**config.mk**
```make
export PLATFORM = sky130hd
export DESIGN_NAME = isq_cond_queue
export DESIGN_NICKNAME = d
export VERILOG_FILES = /design/src/rtl/isq_pkg.sv /design/src/rtl/cq_age_matrix.sv /design/src/rtl/isq_cond_queue.sv
export SDC_FILE = /design/constraint.sdc
export NUM_CORES = 1
export LEC_CHECK = 0
export CAP_MARGIN = 20
export CORE_ASPECT_RATIO = 0.5
export CORE_MARGIN = 10
export CORE_UTILIZATION = 55
export DETAILED_ROUTE_END_ITERATION = 10
export DONT_BUFFER_PORTS = 1
export PLACE_DENSITY = 0.85
export SETUP_SLACK_MARGIN = 0.1
export SYNTH_ARGS = -nofsm -noshare
export SYNTH_HDL_FRONTEND = slang
export SYNTH_SLANG_ARGS = --single-unit
```
**constraint.sdc**
```tcl
create_clock -name clock -period 3 [get_ports clock]
set_clock_uncertainty 0.05 [all_clocks]
set_input_delay 0.6 -clock clock [delete_from_list [all_inputs] [get_ports clock]]
set_output_delay 0.6 -clock clock [all_outputs]
set_load 0.005 [all_outputs]
```
**src/rtl/isq_pkg.sv**
```systemverilog
// isq_pkg: shared widths, entry types and age-matrix indexing for the condition-gated issue queue
`ifndef ISQ_DATA_WIDTH
`define ISQ_DATA_WIDTH 16
`endif
`ifndef ISQ_CONDITION_WIDTH
`define ISQ_CONDITION_WIDTH 4
`endif
`ifndef ISQ_INDEX_WIDTH
`define ISQ_INDEX_WIDTH 4
`endif
package isq_pkg;
  typedef logic [`ISQ_DATA_WIDTH-1:0] isq_data_t;
  typedef logic [`ISQ_CONDITION_WIDTH-1:0] isq_cond_t;
  typedef logic [`ISQ_INDEX_WIDTH-1:0] isq_idx_t;
  typedef struct packed {
    logic valid;
    isq_data_t data;
    isq_cond_t cond;
    isq_idx_t index;
  } isq_entry_t;
  // position of pair (i,j), i<j, in row-major upper-triangular storage of an n x n matrix
  function automatic int tri_idx(input int n, input int i, input int j);
    return (j > i) ? i * n - i * (i + 1) / 2 + j - i - 1 : 0;
  endfunction
endpackage

```
**src/rtl/cq_age_matrix.sv**
```systemverilog
// cq_age_matrix: pairwise age order over DEPTH slots, grants the oldest ready slot
module cq_age_matrix import isq_pkg::*; #(
  parameter int DEPTH = 8
) (
  input  logic             clk,
  input  logic             rst,
  input  logic [DEPTH-1:0] i_alloc,
  input  logic [DEPTH-1:0] i_free,
  input  logic [DEPTH-1:0] i_ready,
  output logic [DEPTH-1:0] o_grant
);
  localparam int NP = DEPTH * (DEPTH - 1) / 2;
  localparam int IW = NP > 1 ? $clog2(NP) : 1;
  // r_older bit for pair (i,j), i<j, is set when slot i is older than slot j
  logic [NP-1:0] r_older;
  always_ff @(posedge clk)
    if (rst) r_older <= '0;
    else
      for (int i = 0; i < DEPTH; i++)
        for (int j = i + 1; j < DEPTH; j++)
          r_older[IW'(tri_idx(DEPTH, i, j))] <= i_alloc[j] | (~i_alloc[i] &
            (i_free[j] | (~i_free[i] & r_older[IW'(tri_idx(DEPTH, i, j))])));
  always_comb begin
    o_grant = i_ready;
    for (int k = 0; k < DEPTH; k++)
      for (int j = 0; j < DEPTH; j++)
        if (j != k && i_ready[j] && (j < k ? r_older[IW'(tri_idx(DEPTH, j, k))]
                                           : !r_older[IW'(tri_idx(DEPTH, k, j))]))
          o_grant[k] = 1'b0;
  end
endmodule

```
**src/rtl/isq_cond_queue.sv**
```systemverilog
// isq_cond_queue: condition-gated issue queue with wakeup broadcast and oldest-ready dequeue
module isq_cond_queue import isq_pkg::*; #(
  parameter int DEPTH = 8,
  parameter int DATA_W = $bits(isq_data_t),
  parameter int COND_W = $bits(isq_cond_t),
  parameter int IDX_W = $bits(isq_idx_t),
  parameter int WAKE_PORTS = 2
) (
  input  logic                         clock,
  input  logic                         reset,
  input  logic                         flush,
  input  logic                         enq_valid,
  output logic                         enq_ready,
  input  logic [DATA_W-1:0]            enq_data,
  input  logic [COND_W-1:0]            enq_cond,
  input  logic [IDX_W-1:0]             enq_index,
  input  logic [WAKE_PORTS-1:0]        wake_valid,
  input  logic [WAKE_PORTS*COND_W-1:0] wake_mask,
  input  logic [WAKE_PORTS*COND_W-1:0] wake_value,
  input  logic [WAKE_PORTS*IDX_W-1:0]  wake_index,
  output logic                         deq_valid,
  input  logic                         deq_ready,
  output logic [DATA_W-1:0]            deq_data,
  output logic [IDX_W-1:0]             deq_index,
  output logic [$clog2(DEPTH+1)-1:0]   occupancy
);
  localparam int OCC_W = $clog2(DEPTH + 1);
  logic [DEPTH-1:0] r_valid;
  logic [DATA_W-1:0] r_data [DEPTH];
  logic [COND_W-1:0] r_cond [DEPTH];
  logic [IDX_W-1:0] r_idx [DEPTH];
  logic [OCC_W-1:0] r_occ;
  logic [DEPTH-1:0] w_ready, w_grant, w_alloc, w_free;
  logic [COND_W-1:0] w_enq_cond;
  logic [COND_W-1:0] w_cond [DEPTH];
  logic w_enq, w_deq;
  function automatic logic [COND_W-1:0] upd(input logic [COND_W-1:0] c, m, v);
    return (v & m) | (c & ~m);
  endfunction
  always_comb begin
    w_ready = '0;
    for (int k = 0; k < DEPTH; k++) w_ready[k] = r_valid[k] & (&r_cond[k]);
  end
  cq_age_matrix #(.DEPTH(DEPTH)) u_age (
    .clk(clock), .rst(reset), .i_alloc(w_alloc), .i_free(w_free), .i_ready(w_ready), .o_grant(w_grant)
  );
  assign enq_ready = r_occ != OCC_W'(DEPTH);
  assign occupancy = r_occ;
  assign deq_valid = |w_ready;
  assign w_enq = enq_valid & enq_ready & ~flush;
  assign w_deq = deq_valid & deq_ready & ~flush;
  // lowest clear bit of r_valid is the lowest free slot
  assign w_alloc = w_enq ? ~r_valid & (r_valid + DEPTH'(1)) : '0;
  assign w_free = w_deq ? w_grant : '0;
  always_comb begin
    deq_data = '0;
    deq_index = '0;
    for (int k = 0; k < DEPTH; k++) begin
      deq_data = deq_data | (w_grant[k] ? r_data[k] : '0);
      deq_index = deq_index | (w_grant[k] ? r_idx[k] : '0);
    end
  end
  // ports apply in ascending order so the highest port wins overlapping mask bits
  always_comb begin
    w_enq_cond = enq_cond;
    for (int k = 0; k < DEPTH; k++) w_cond[k] = r_cond[k];
    for (int p = 0; p < WAKE_PORTS; p++) begin
      if (wake_valid[p] && wake_index[p*IDX_W +: IDX_W] == enq_index)
        w_enq_cond = upd(w_enq_cond, wake_mask[p*COND_W +: COND_W], wake_value[p*COND_W +: COND_W]);
      for (int k = 0; k < DEPTH; k++)
        if (wake_valid[p] && r_valid[k] && r_idx[k] == wake_index[p*IDX_W +: IDX_W])
          w_cond[k] = upd(w_cond[k], wake_mask[p*COND_W +: COND_W], wake_value[p*COND_W +: COND_W]);
    end
  end
  always_ff @(posedge clock)
    if (reset || flush) begin
      r_valid <= '0;
      r_occ <= '0;
    end else begin
      r_valid <= (r_valid & ~w_free) | w_alloc;
      r_occ <= r_occ + OCC_W'(w_enq) - OCC_W'(w_deq);
    end
  always_ff @(posedge clock)
    for (int k = 0; k < DEPTH; k++)
      if (w_alloc[k]) begin
        r_data[k] <= enq_data;
        r_cond[k] <= w_enq_cond;
        r_idx[k] <= enq_index;
      end else r_cond[k] <= w_cond[k];
endmodule
```
---- After elaboration in Yosys (flattened, before gate mapping) ----
Memories as Yosys holds them, arrays and structs flattened.
Cells that the tools add are included.
word-level totals
  flip-flop bits (word level) ............. 28
  memory bits (writable) .................. 192
  input port bits ......................... 55
  output and inout port bits .............. 26
  word-level logic and storage cells ...... 426
  memories ................................ 3
memory list
  name    words  bits a word  read ports  clocked after Yosys merged registers in  write ports  line                  RTL
  r_data  8      16           8           0                                        1            isq_cond_queue.sv:29  logic [DATA_W-1:0] r_data [DEPTH];
  r_cond  8      4            8           0                                        8            isq_cond_queue.sv:30  logic [COND_W-1:0] r_cond [DEPTH];
  r_idx   8      4            8           0                                        1            isq_cond_queue.sv:31  logic [IDX_W-1:0] r_idx [DEPTH];
operators by class
  add/subtract/negate cells ............... 3
  equality and inequality tests ........... 19
  multiplexer cells ....................... 142
  bitwise logic cells ..................... 150
  reductions and logical operators ........ 106
operators by type and width
  cell                                         number
  2-to-1 mux 16 bit                            15
  2-to-1 mux 4 bit                             41
  OR 16 bit                                    7
  OR reduction 16 bit                          7
  OR 4 bit                                     25
  bitwise AND 4 bit                            20
  equality test 4 bit                          18
  2-to-1 mux 1 bit                             70
  logical AND 1 bit                            66
  bitwise AND 1 bit                            44
  2-to-1 mux 3 bit                             14
  OR 1 bit                                     40
  AND reduction 4 bit                          8
  OR reduction 4 bit                           7
  bitwise AND 8 bit                            2
  zero test 1 bit                              16
  2-to-1 mux 8 bit                             2
  NOT 8 bit                                    2
  adder 8 x 1 -> 8 bit, second input constant  1
  NOT 4 bit                                    2
  OR 8 bit                                     1
  OR reduction 8 bit                           1
  NOT 1 bit                                    7
  adder 4 x 1 -> 4 bit                         1
  other kinds (3)                              3

---- Logic depth before layout (Yosys ltp) ----
An unclocked memory read counts as a cell.
  depth after elaboration ................. 19
  gate-level depth with buffers ........... 13
  gate-level depth less buffers ........... 12

---- Modules after synthesis ----
From an unflattened synthesis, not the netlist that was laid out.
unflattened totals
  cell total of the unflattened synthesis .. 900
  area total of the unflattened synthesis .. 10,620.2 um2
by module, submodules not included
  module          instances  cells an instance  area each (um2)  sequential area each (um2)
  isq_cond_queue  1          803                9,803.2          5,685.5
  cq_age_matrix   1          97                 817.0            320.3

---- Least setup slack after synthesis ----
Ideal clock, no wire load.
  kind .................................... input to register
  start ................................... input port enq_valid
  end ..................................... memory r_data[1][32] (netlist bit), enable pin
  setup time .............................. 424 ps
  arrival time ............................ 2,608 ps
  required time ........................... 2,526 ps
  setup slack ............................. -83 ps
  cell stages on the path ................. 3
  path buffers ............................ 0
  cells stage by stage .................... nor2b_1 nand4_2 nor4b_2
on the way
  elaborated cells on any way between the ends .. 40
  those cells by class .................... mux (31); bitwise (2); reduce/logical (7)
RTL lines
  item                                                                                line                  RTL
  from (decl)                                                                         isq_cond_queue.sv:12  input logic enq_valid,
  bitwise AND 1 bit * (2 in a row)                                                    isq_cond_queue.sv:50  assign w_enq = enq_valid & enq_ready & ~flush;
  2-to-1 mux 8 bit *                                                                  isq_cond_queue.sv:53  assign w_alloc = w_enq ? ~r_valid & (r_valid + DEPTH'(1)) : '0;
  net u_age.i_alloc[6]                                                                cq_age_matrix.sv:7    input logic [DEPTH-1:0] i_alloc,
  2-to-1 mux 1 bit *                                                                  isq_cond_queue.sv:85  if (w_alloc[k]) begin
  2-to-1 mux 1 bit (not written as such) *                                            isq_cond_queue.sv:86  r_data[k] <= enq_data;
  OR reduction 16 bit (no source line)                                                -
  2-to-1 mux 3 bit (no source line) or 2-to-1 mux 1 bit (tied branches) (2 in a row)  -
  to (decl)                                                                           isq_cond_queue.sv:29
The timed path passes the listed nets; every way through them passes the cells marked *.

==> reports/results.tsv <==
stage	metric	value	unit
run_status	status	complete, but fails checks	
run_status	failing checks	setup timing	
cts	root buffer cell	clkbuf_16	
die	die height	116	um
timing	Hold Fails Final Rpt	0	
drt	via count	7556	
yosys	FFs w/ async S/R, synth	0	
drt	post-route ant nets	0	
setup_path	Crit. Startpoint	r_cond[1][3]	
placed_design	gpl congestion	0.986	
layout	Final #Nets	900	
die	CORE AREA	18300	um^2
timing	fmax	0.324	GHz
drt	WL final	30000	um
yosys	Syn Area/Cell	12.5	um^2
drt	DRT iter0 DRCs	1147	
placed_design	I/O Buffers	0	
cts	clk sinks	220	
global_route	global route total overflow	0	
cts	Clock transition at path regs	0.07	ns
yosys	top cells by area, synth	edfxtp_1 47%, dfxtp_1 12%, a222oi_1 4.8%	
power_and_ir_drop	PwrDens	535	nW/um^2
global_route	Total GRT Usage	0.236	
power_and_ir_drop	Max VDD drop	0.504	mV
cts	hold_buf cts	0	
cts	CTS tree	yes	
drt	drt pass-1 iters	10	
timing	RSZ-0062 raised after global routing	true	
timing	max-slew violation count	0	
layout	area delta synth->final	14.6	%
global_route	vias in the first global route	7444	
timing	setup ws final	-0.0852	ns
die	Starting Density	0.558	
die	die area	24800	um^2
placed_design	Placed Cells	1040	
timing	Max-slew headroom	0.338	
global_route	largest net degree at the start of global routing	26	
drt	WL per Instance	27.5	um
cts	H-tree depth	1	
yosys	main flop type after synthesis	edfxtp_1	
cts	buffer levels on the longest clock path	3	
layout	layout cells sized above 1	0.187	
job	Max Cap Viol	0	
worst_hold_path	HP Start	reset	
placed_design	dpl ws	0.317	ns
yosys	YS warnings	0	
timing	Period minus WS final	3.09	ns
layout	Fill cells	1277	
layout	register area	6030	um^2
setup_path	Critical Path End Type	output port	
placed_design	Post-DP HPWL	19400	um
timing	Worst Max-Slew Pin Slew	0.985	ns
setup_path	worst-path fanout max	5	
layout	Post-Layout Cell Count	1092	
yosys	leading area contributor after synthesis	edfxtp_1	
setup_path	critical setup path kind	flop to output port	
die	Top Ports	81	
global_route	first-pass GRT wire length	44700	um
layout	area of the multi-input gates	4040	um^2
yosys	Yosys reg bits	220	
setup_path	Worst Path Arrival	2.44	ns
timing	final setup fails	10	
yosys	Post-synth EDFFs	160	
die	die width	213	um
yosys	number of distinct library cells after synthesis	64	
cts	Clk Latency, worst-skew pair	0.52	ns
yosys	Synth Instances	818	
drt	DR vias/cell	6.92	
setup_path	Startpoint Class	flop	
setup_path	worst r2r src	r_cond[1][7]	
setup_path	Critical Path RT	2.35	ns
power_and_ir_drop	Static Leak	4.20	nW
yosys	register area share after synthesis	0.587	
layout	number of diodes	0	
power_and_ir_drop	total power	6.28	mW
worst_hold_path	Hold/Removal Path Class	input pin to flop	
yosys	synthesized area	10200	um^2
die	Rows	35	
drt	DRC violations left	0	
timing	Tcrit/Tclk final	1.03	
yosys	syn nets	879	
yosys	Synth top area share	0.469	
cts	total CTS buffers	20	
global_route	initial antenna violation count	0	
cell usage in the layout (no fill, tap or decap), drive strengths merged, types with 4 or more instances in the layout:
cell type  synthesis  layout
edfxtp           160     160
and4              10      10
a222oi            49      49
xor2              41      41
nand3             49      49
a22oi             25      25
clkinv             0       7
o22ai             18      18
xnor2             18      18
nand2             78      78
nor3              10      10
a221oi             6       6
and2               9       9
mux2i             45      45
bufinv             0       4
a21boi             5       5
nand4              7       7
clkbuf            18      24
nand2b             5       5
dfxtp             60      60
mux2               4       4
o21ai             14      14
nor4               8       8
ha                 5       5
nor2               9       9
a21oi             25      25
a22o              23      23
buf               33      48
inv               24      24
nor2b             12      12
a211oi             5       5
and3               9       9
stage by stage:
step           utilization  setup TNS (ns)  hold WS (ns)  instance area (um^2)
3_3_place_gp         0.579               0         0.401                 10600
6_report             0.639          -0.458         0.113                 11700
3_5_place_dp         0.579               0         0.407                 10600
2_1_floorplan            -               0         0.388                 10200
5_1_grt              0.639           -1.60        0.0993                 11700
4_1_cts              0.634         -0.0484         0.110                 11600
sequential cells by signal (all words and copies together), names as in the netlist:
signal and flops:
r_cond 32, r_idx 32, r_data 128, r_valid 8
occupancy 4, u_age.r_older 16
final timing paths:
| path | end | slack, ns | cells past startpoint |
|---|---|---|---|
| max | deq_data[2] | -0.09 | 8 |
| min | u_age.r_older[14] | 0.11 | 1 |
| max reg2reg | occupancy[2] | 0.29 | 13 |
| min reg2reg | u_age.r_older[14] | 0.43 | 2 |
cells in the mapped netlist (5+ instances only):
library cell,instances
nor2b_1,12
nor3_1,8
mux2i_1,41
nand2b_1,5
nand4_1,6
o22ai_1,18
and4_1,10
a222oi_1,49
nand2_1,77
ha_1,5
dfxtp_1,60
o21ai_0,13
nor2_1,9
nor4_2,7
clkbuf_1,17
xor2_1,41
and3_1,9
inv_1,22
a22oi_1,25
a21boi_0,5
a21oi_1,25
and2_1,9
buf_2,24
a22o_1,23
nand3_1,49
xnor2_1,18
edfxtp_1,160
power by group:
part	switching, mW	total (mW)	internal, mW
Combinational	0.112	0.198	0.0857
Clock	1.13	2.76	1.63
Sequential	0.0244	3.32	3.30
Total	1.26	6.28	5.01
area by class of cell:
class / instances / area share
clock inverters: 12 / 0.0155
clock buffers: 23 / 0.0454
well taps: 240 / 0.0256
inverters: 24 / 0.00768
flip-flops and latches: 220 / 0.514
repair buffers: 50 / 0.0476
multi-input cells: 523 / 0.344
cells by family after synthesis:
| group | Yosys count | share of synthesized area |
|---|---|---|
| compound gates | 192 | 0.153 |
| xor+xnor | 59 | 0.0505 |
| fa+ha+maj | 6 | 0.00807 |
| buf+inv | 75 | 0.0342 |
| flops | 220 | 0.587 |
| mux | 49 | 0.0533 |
| simple gates | 217 | 0.115 |
layer usage:
metal  share of wire  vias to the layer above  global-route usage
met4           0.039                        0              0.0945
met5               0                        -                   0
met2            0.47                      547               0.387
li1                -                     3256                   -
met1            0.38                     3651               0.299
met3            0.11                      102              0.0563
critical path, cell delays in order, from the launching register on:
cell and delay, ns:
dfxtp_2 0.34, and4_4 0.26, nand2_4 0.06, o22a_1 0.24, o2111a_2 0.20, buf_12 0.15, buf_16 0.13, a222oi_1 0.36
nand3_1 0.18
what timing repair did:
action / 4_1_cts / 5_1_grt
buffers inserted: 8 / 5
resized for setup: 51 / 14
cloned: 3 / 1
endpoints found under the hold margin: 0 / 0
pin swaps: 44 / 16
endpoints found under the setup margin: 20 / 20
(Power assumes the default switching activity.)
